===== config.mk =====
export PLATFORM = sky130hd
export DESIGN_NAME = pif_led_pattern
export DESIGN_NICKNAME = d
export VERILOG_FILES = /design/src/rtl/pif_led_pattern.sv
export SDC_FILE = /design/constraint.sdc
export NUM_CORES = 1
export LEC_CHECK = 0
export ABC_AREA = 1
export BUFFER_PORTS_ARGS = -buffer_cell sky130_fd_sc_hd__clkbuf_2
export CAP_MARGIN = 20
export CELL_PAD_IN_SITES_DETAIL_PLACEMENT = 0
export CELL_PAD_IN_SITES_GLOBAL_PLACEMENT = 1
export CORE_MARGIN = 1.5
export CORE_UTILIZATION = 40
export CTS_CLUSTER_DIAMETER = 120
export CTS_CLUSTER_SIZE = 28
export DETAILED_ROUTE_END_ITERATION = 8
export PLACE_DENSITY = 0.72
export SLEW_MARGIN = 20
export SYNTH_ARGS = -nofsm -noshare
export SYNTH_HDL_FRONTEND = slang
export SYNTH_SLANG_ARGS = --single-unit

===== constraint.sdc =====
create_clock -name xclk -period 1.38 [get_ports xclk]
set_input_delay 0.276 -clock xclk [delete_from_list [all_inputs] [get_ports xclk]]
set_output_delay 0.276 -clock xclk [all_outputs]
set_load 0.01 [all_outputs]

===== src/rtl/pif_led_pattern.sv =====
`default_nettype none
// ============================================================================
//  Module      : pif_led_pattern
//  Description : Multi-channel LED pattern driver. Each channel holds an 8-bit
//                config register ([2:0] mode, [7:3] rate/duty R). The config
//                registers are written and read back over a strobe/addr/data
//                bus. A shared prescaled timebase produces a one-cycle tick.
//                The tick advances a rate counter in each channel. Supported
//                modes are OFF, ON, FLASH, ALT, PWM and BREATHE; modes 6 and 7
//                are reserved and drive the LED off.
//  Ports       : xclk       - system clock
//                sys_rst    - synchronous active-high reset
//                cfg_wr     - single-cycle config write strobe
//                cfg_addr   - channel index for write and readback
//                cfg_wdata  - config write data
//                cfg_rdata  - registered readback of cfg[cfg_addr]
//                             (0 when the address is out of range)
//                tick       - registered one-cycle timebase pulse
//                led        - registered LED drive, 1 = lit
//  Revision    : 1.0 - initial release
// ============================================================================
module pif_led_pattern #(
    parameter int NUM_LEDS = 2,
    parameter int PRESCALE = 16,
    parameter int PS_WIDTH = 24,
    parameter int AW       = 4
) (
    input  logic                xclk,
    input  logic                sys_rst,
    input  logic                cfg_wr,
    input  logic [AW-1:0]       cfg_addr,
    input  logic [7:0]          cfg_wdata,
    output logic [7:0]          cfg_rdata,
    output logic                tick,
    output logic [NUM_LEDS-1:0] led
);

    localparam logic [2:0] c_MODE_ON      = 3'd1;
    localparam logic [2:0] c_MODE_FLASH   = 3'd2;
    localparam logic [2:0] c_MODE_ALT     = 3'd3;
    localparam logic [2:0] c_MODE_PWM     = 3'd4;
    localparam logic [2:0] c_MODE_BREATHE = 3'd5;

    localparam logic [PS_WIDTH-1:0] c_PS_LAST = PS_WIDTH'(PRESCALE - 1);

    logic [PS_WIDTH-1:0] r_ps;
    logic                r_tick;
    logic [4:0]          r_pwm;
    logic [7:0]          r_rdata;
    logic [NUM_LEDS-1:0] r_led;
    logic [NUM_LEDS-1:0] w_led_all;
    logic [7:0]          w_cfg_all [NUM_LEDS];
    logic [7:0]          w_rdata;

    // Shared timebase: the prescaler wraps every PRESCALE clocks and the tick
    // is registered, so it lands one cycle after the wrap value is reached.
    always_ff @(posedge xclk) begin
        if (sys_rst) begin
            r_ps   <= '0;
            r_tick <= 1'b0;
            r_pwm  <= 5'd0;
        end else begin
            r_ps   <= (r_ps == c_PS_LAST) ? '0 : r_ps + 1'b1;
            r_tick <= (r_ps == c_PS_LAST);
            r_pwm  <= r_pwm + 5'd1;
        end
    end

    for (genvar gi = 0; gi < NUM_LEDS; gi++) begin : g_chan
        logic [7:0] r_cfg;
        logic [4:0] r_rcnt;
        logic       r_phase;
        logic [4:0] r_duty;
        logic       r_dir_down;
        logic       w_wr_hit;
        logic [2:0] w_mode;
        logic [4:0] w_rate;
        logic       w_led;

        assign w_wr_hit = cfg_wr && (cfg_addr == AW'(gi));
        assign w_mode   = r_cfg[2:0];
        assign w_rate   = r_cfg[7:3];

        // A write to this channel takes priority over a coincident tick, so
        // the pattern always restarts cleanly from the write.
        always_ff @(posedge xclk) begin
            if (sys_rst) begin
                r_cfg      <= 8'h00;
                r_rcnt     <= 5'd0;
                r_phase    <= 1'b0;
                r_duty     <= 5'd0;
                r_dir_down <= 1'b0;
            end else if (w_wr_hit) begin
                r_cfg      <= cfg_wdata;
                r_rcnt     <= 5'd0;
                r_phase    <= 1'b0;
                r_duty     <= 5'd0;
                r_dir_down <= 1'b0;
            end else if (r_tick) begin
                if (r_rcnt == w_rate) begin
                    r_rcnt  <= 5'd0;
                    r_phase <= ~r_phase;
                    // Breathe ramp: each endpoint is held for one step while
                    // the direction flips.
                    if (r_dir_down) begin
                        if (r_duty == 5'd0) begin
                            r_dir_down <= 1'b0;
                        end else begin
                            r_duty <= r_duty - 5'd1;
                        end
                    end else begin
                        if (r_duty == 5'd31) begin
                            r_dir_down <= 1'b1;
                        end else begin
                            r_duty <= r_duty + 5'd1;
                        end
                    end
                end else begin
                    r_rcnt <= r_rcnt + 5'd1;
                end
            end
        end

        always_comb begin
            w_led = 1'b0;
            case (w_mode)
                c_MODE_ON:      w_led = 1'b1;
                c_MODE_FLASH:   w_led = r_phase;
                c_MODE_ALT:     w_led = ~r_phase;
                c_MODE_PWM:     w_led = (r_pwm < w_rate);
                c_MODE_BREATHE: w_led = (r_pwm < r_duty);
                default:        w_led = 1'b0;
            endcase
        end

        assign w_led_all[gi] = w_led;
        assign w_cfg_all[gi] = r_cfg;
    end

    // Out-of-range addresses match no channel and read back as zero.
    always_comb begin
        w_rdata = 8'h00;
        for (int i = 0; i < NUM_LEDS; i++) begin
            if (cfg_addr == AW'(i)) begin
                w_rdata = w_cfg_all[i];
            end
        end
    end

    always_ff @(posedge xclk) begin
        if (sys_rst) begin
            r_rdata <= 8'h00;
            r_led   <= '0;
        end else begin
            r_rdata <= w_rdata;
            r_led   <= w_led_all;
        end
    end

    assign cfg_rdata = r_rdata;
    assign tick      = r_tick;
    assign led       = r_led;

endmodule
`default_nettype wire


==> results.md <==
- Outcome: finished, violations left
- Failing checks: setup timing
- DP HPWL: 8820 um
- Yosys reg bits: 80
- FP Rows: 38
- P_leak: 2.53 nW
- Port-buffer cells: 25
- Area growth syn-to-layout: 36.4%
- Reg2reg end: g_chan[1].r_duty[2]$_SDFFE_PP0P_
- Core Footprint: 10800 sq um
- Pwr Density: 752 nW/um^2
- Post-Syn Area: 4420 sq um
- Min Tclk post-route: 1.42 ns
- Clk root buf: clkbuf_8
- Crit path max fanout: 6
- Mapped Cells: 623
- Final setup viols: 6
- Endpoints failing hold: 0
- GP Congestion: 0.866
- Hold Path Stages: 3
- Syn_nets: 666
- Worst Setup SP: g_chan[1].r_rcnt[0]$_SDFFE_PP0P_
- FFs w/ async S/R, synth: 0
- Largest net degree at the start of global routing: 16
- Most frequent cell after synthesis: nand2_1
- Final #Nets: 785
- Reg2reg setup slack: -0.04 ns
- First-pass GRT wire length: 19200 um
- Hold WC Path Type: input pin to flop
- WP data required: 1.68 ns
- Max-cap violation count: 0
- H-Tree Depth: 3
- Post-synth top area share: 0.362
- Layout cells sized above 1: 0.360
- TritonCTS buffer count: 9
- WS Path Type: flop to flop
- Fin util: 0.559
- Setup WS pre-CTS: -0.0756 ns
- Worst-margin pin slew: 0.342 ns
- WL final: 12000 um
- Sequential cell area fraction in the yosys report: 0.362
- Antenna viol nets, final: 0
- CTS tree: done
- Diodes inserted: 0
- Total Neg Setup Slack: -0.132 ns
- Vias per std cell: 4.88
- Predominant post-synthesis flop cell: dfxtp_1
- Final period util: 1.03
- PnR Total Power: 0.00454 W
- Maximum clock rate: 704 MHz
- Routed via count: 4332
- Die H: 108 um
- Setup Skew: 0.0132 ns
- VDD IR-drop max: 0.000502 V
- Mean Syn Cell Area: 7.10 sq um
- Post-synth EDFFs: 0
- Synth cell count leaders: nand2_1 (132), inv_1 (85), dfxtp_1 (80)
- Slew Viols, Final: 0
- Die ar.: 11700 sq um
- RSZ-0062 raised after global routing: true
- Crit start category: flop
- Antenna violations before repair: 0
- R2r worst-path depth: 7
- Endpoint type of the worst setup path: flop
- Worst-skew pair later-pin latency: 0.38 ns
- Pre-antenna DRT Iters: 5
- Chip width: 108 um
- Unique masters post-synth: 33
- Fin worst setup slack: -0.0409 ns
- Worst-path clk slew: 0.09 ns
- Clock Tree Buf Depth: 2
- Worst slew margin: 0.770
- Clock Sinks: 80
- Worst reg2reg path startpoint: g_chan[1].r_rcnt[0]$_SDFFE_PP0P_
- Min Hold Slack: 0.160 ns
- GRT Util Overall: 0.211
- # hold bufs at CTS: 0
- Num ports: 26
- Wire length per cell: 13.6 um
- Crit path to: g_chan[1].r_duty[2]$_SDFFE_PP0P_
- Drt initial violations: 172
- Worst EP arrival: 1.72 ns
- Ys Warns: 0
- Synth top area cells: dfxtp_1 (36%), nand2_1 (11%), ha_1 (7.4%)
- Starting Density: 0.410
- Detailed-route DRC error count: 0
- Vias in the first global route: 4183
- GR Overflow Total: 0
- Top cell type by total area after synthesis: dfxtp_1
power breakdown:
group          switching, W  total (W)  leakage [nW]  internal, W
Sequential        0.0000344    0.00235         0.670      0.00232
Combinational      0.000192   0.000343          1.76     0.000151
Clock              0.000953    0.00184        0.0989     0.000891
Total               0.00118    0.00454          2.53      0.00336
metal layers:
layer  GRT usage  wire length [um]  vias up
met3      0.0338               347       22
met2       0.352              5850       67
met4       0.105               300        0
met1       0.264              5530     1972
met5           0                 0        -
li1            -                 -     2271
how the worst min path moves through the flow:
stage | start | to | slack (ns)
after floorplan | r_ps[0]$_SDFF_PP0_ | r_ps[0]$_SDFF_PP0_ | 0.42
after global placement | r_pwm[0]$_SDFF_PP0_ | r_pwm[0]$_SDFF_PP0_ | 0.44
after detailed placement | r_pwm[0]$_SDFF_PP0_ | r_pwm[0]$_SDFF_PP0_ | 0.45
after CTS | cfg_wdata[1] | g_chan[0].r_cfg[1]$_SDFFE_PP0P_ | 0.15
after global routing | cfg_wdata[1] | g_chan[1].r_cfg[1]$_SDFFE_PP0P_ | 0.18
final | cfg_wdata[1] | g_chan[0].r_cfg[1]$_SDFFE_PP0P_ | 0.16
logic make-up (layout without fill, tap and decap cells):
| group | count (synthesis) | after routing | synth area share |
|---|---|---|---|
| fa+ha+maj | 28 | 28 | 0.0826 |
| buf+inv | 97 | 221 | 0.0882 |
| simple gates | 300 | 300 | 0.309 |
| compound gates | 91 | 91 | 0.105 |
| flops | 80 | 80 | 0.362 |
| xor+xnor | 27 | 27 | 0.0534 |
sequential cells by signal, indices dropped and copies added (netlist names):
register	cells
cfg_rdata	8
g_chan.r_cfg	16
g_chan.r_dir_down	2
g_chan.r_duty	10
g_chan.r_phase	2
g_chan.r_rcnt	10
led	2
r_ps	24
r_pwm	5
tick	1
stage by stage:
step	instance area, sq um	cells
5_1_grt	6030	887
4_1_cts	5680	879
2_1_floorplan	4450	623
3_3_place_gp	5310	857
6_report	6030	887
3_5_place_dp	5310	857
worst max-delay path: stages (launching register included):
cell	delay, ns
dfxtp_1	0.37
nand2_1	0.09
o21ai_0	0.09
nor2_1	0.13
nand3_2	0.21
nor2_4	0.23
o21ai_1	0.09
nor2_1	0.13
placed cells by master, fill, tap and decap left out, drive strengths merged:
cell type and instances:
nand2 137, buf 92, inv 89, nor2 80
dfxtp 80, a21oi 54, o21ai 36, clkbuf 35
nand3 32, nand4 28, ha 26, xor2 16
nor3 16, xnor2 11, nor4 3, fa 2
clkinvlp 2, or2 2, clkinv 2, nand3b 1
a21o 1, nor3b 1, bufinv 1
layout make-up:
cell class	instances	area, sq um
repair buffers	117	870
flip-flops and latches	80	1680
clock buffers	10	138
multi-input cells	446	2770
fillers	990	4760
well taps	140	175
inverters	88	338
clock inverters	6	67.6
what timing repair did:
item | in CTS | in global routing
pin swaps | 13 | 50
endpoints found under the setup margin | 36 | 49
resized for setup | 33 | 122
buffers inserted | 5 | 11
gates cloned | 1 | 0
(Power assumes the default switching activity.)
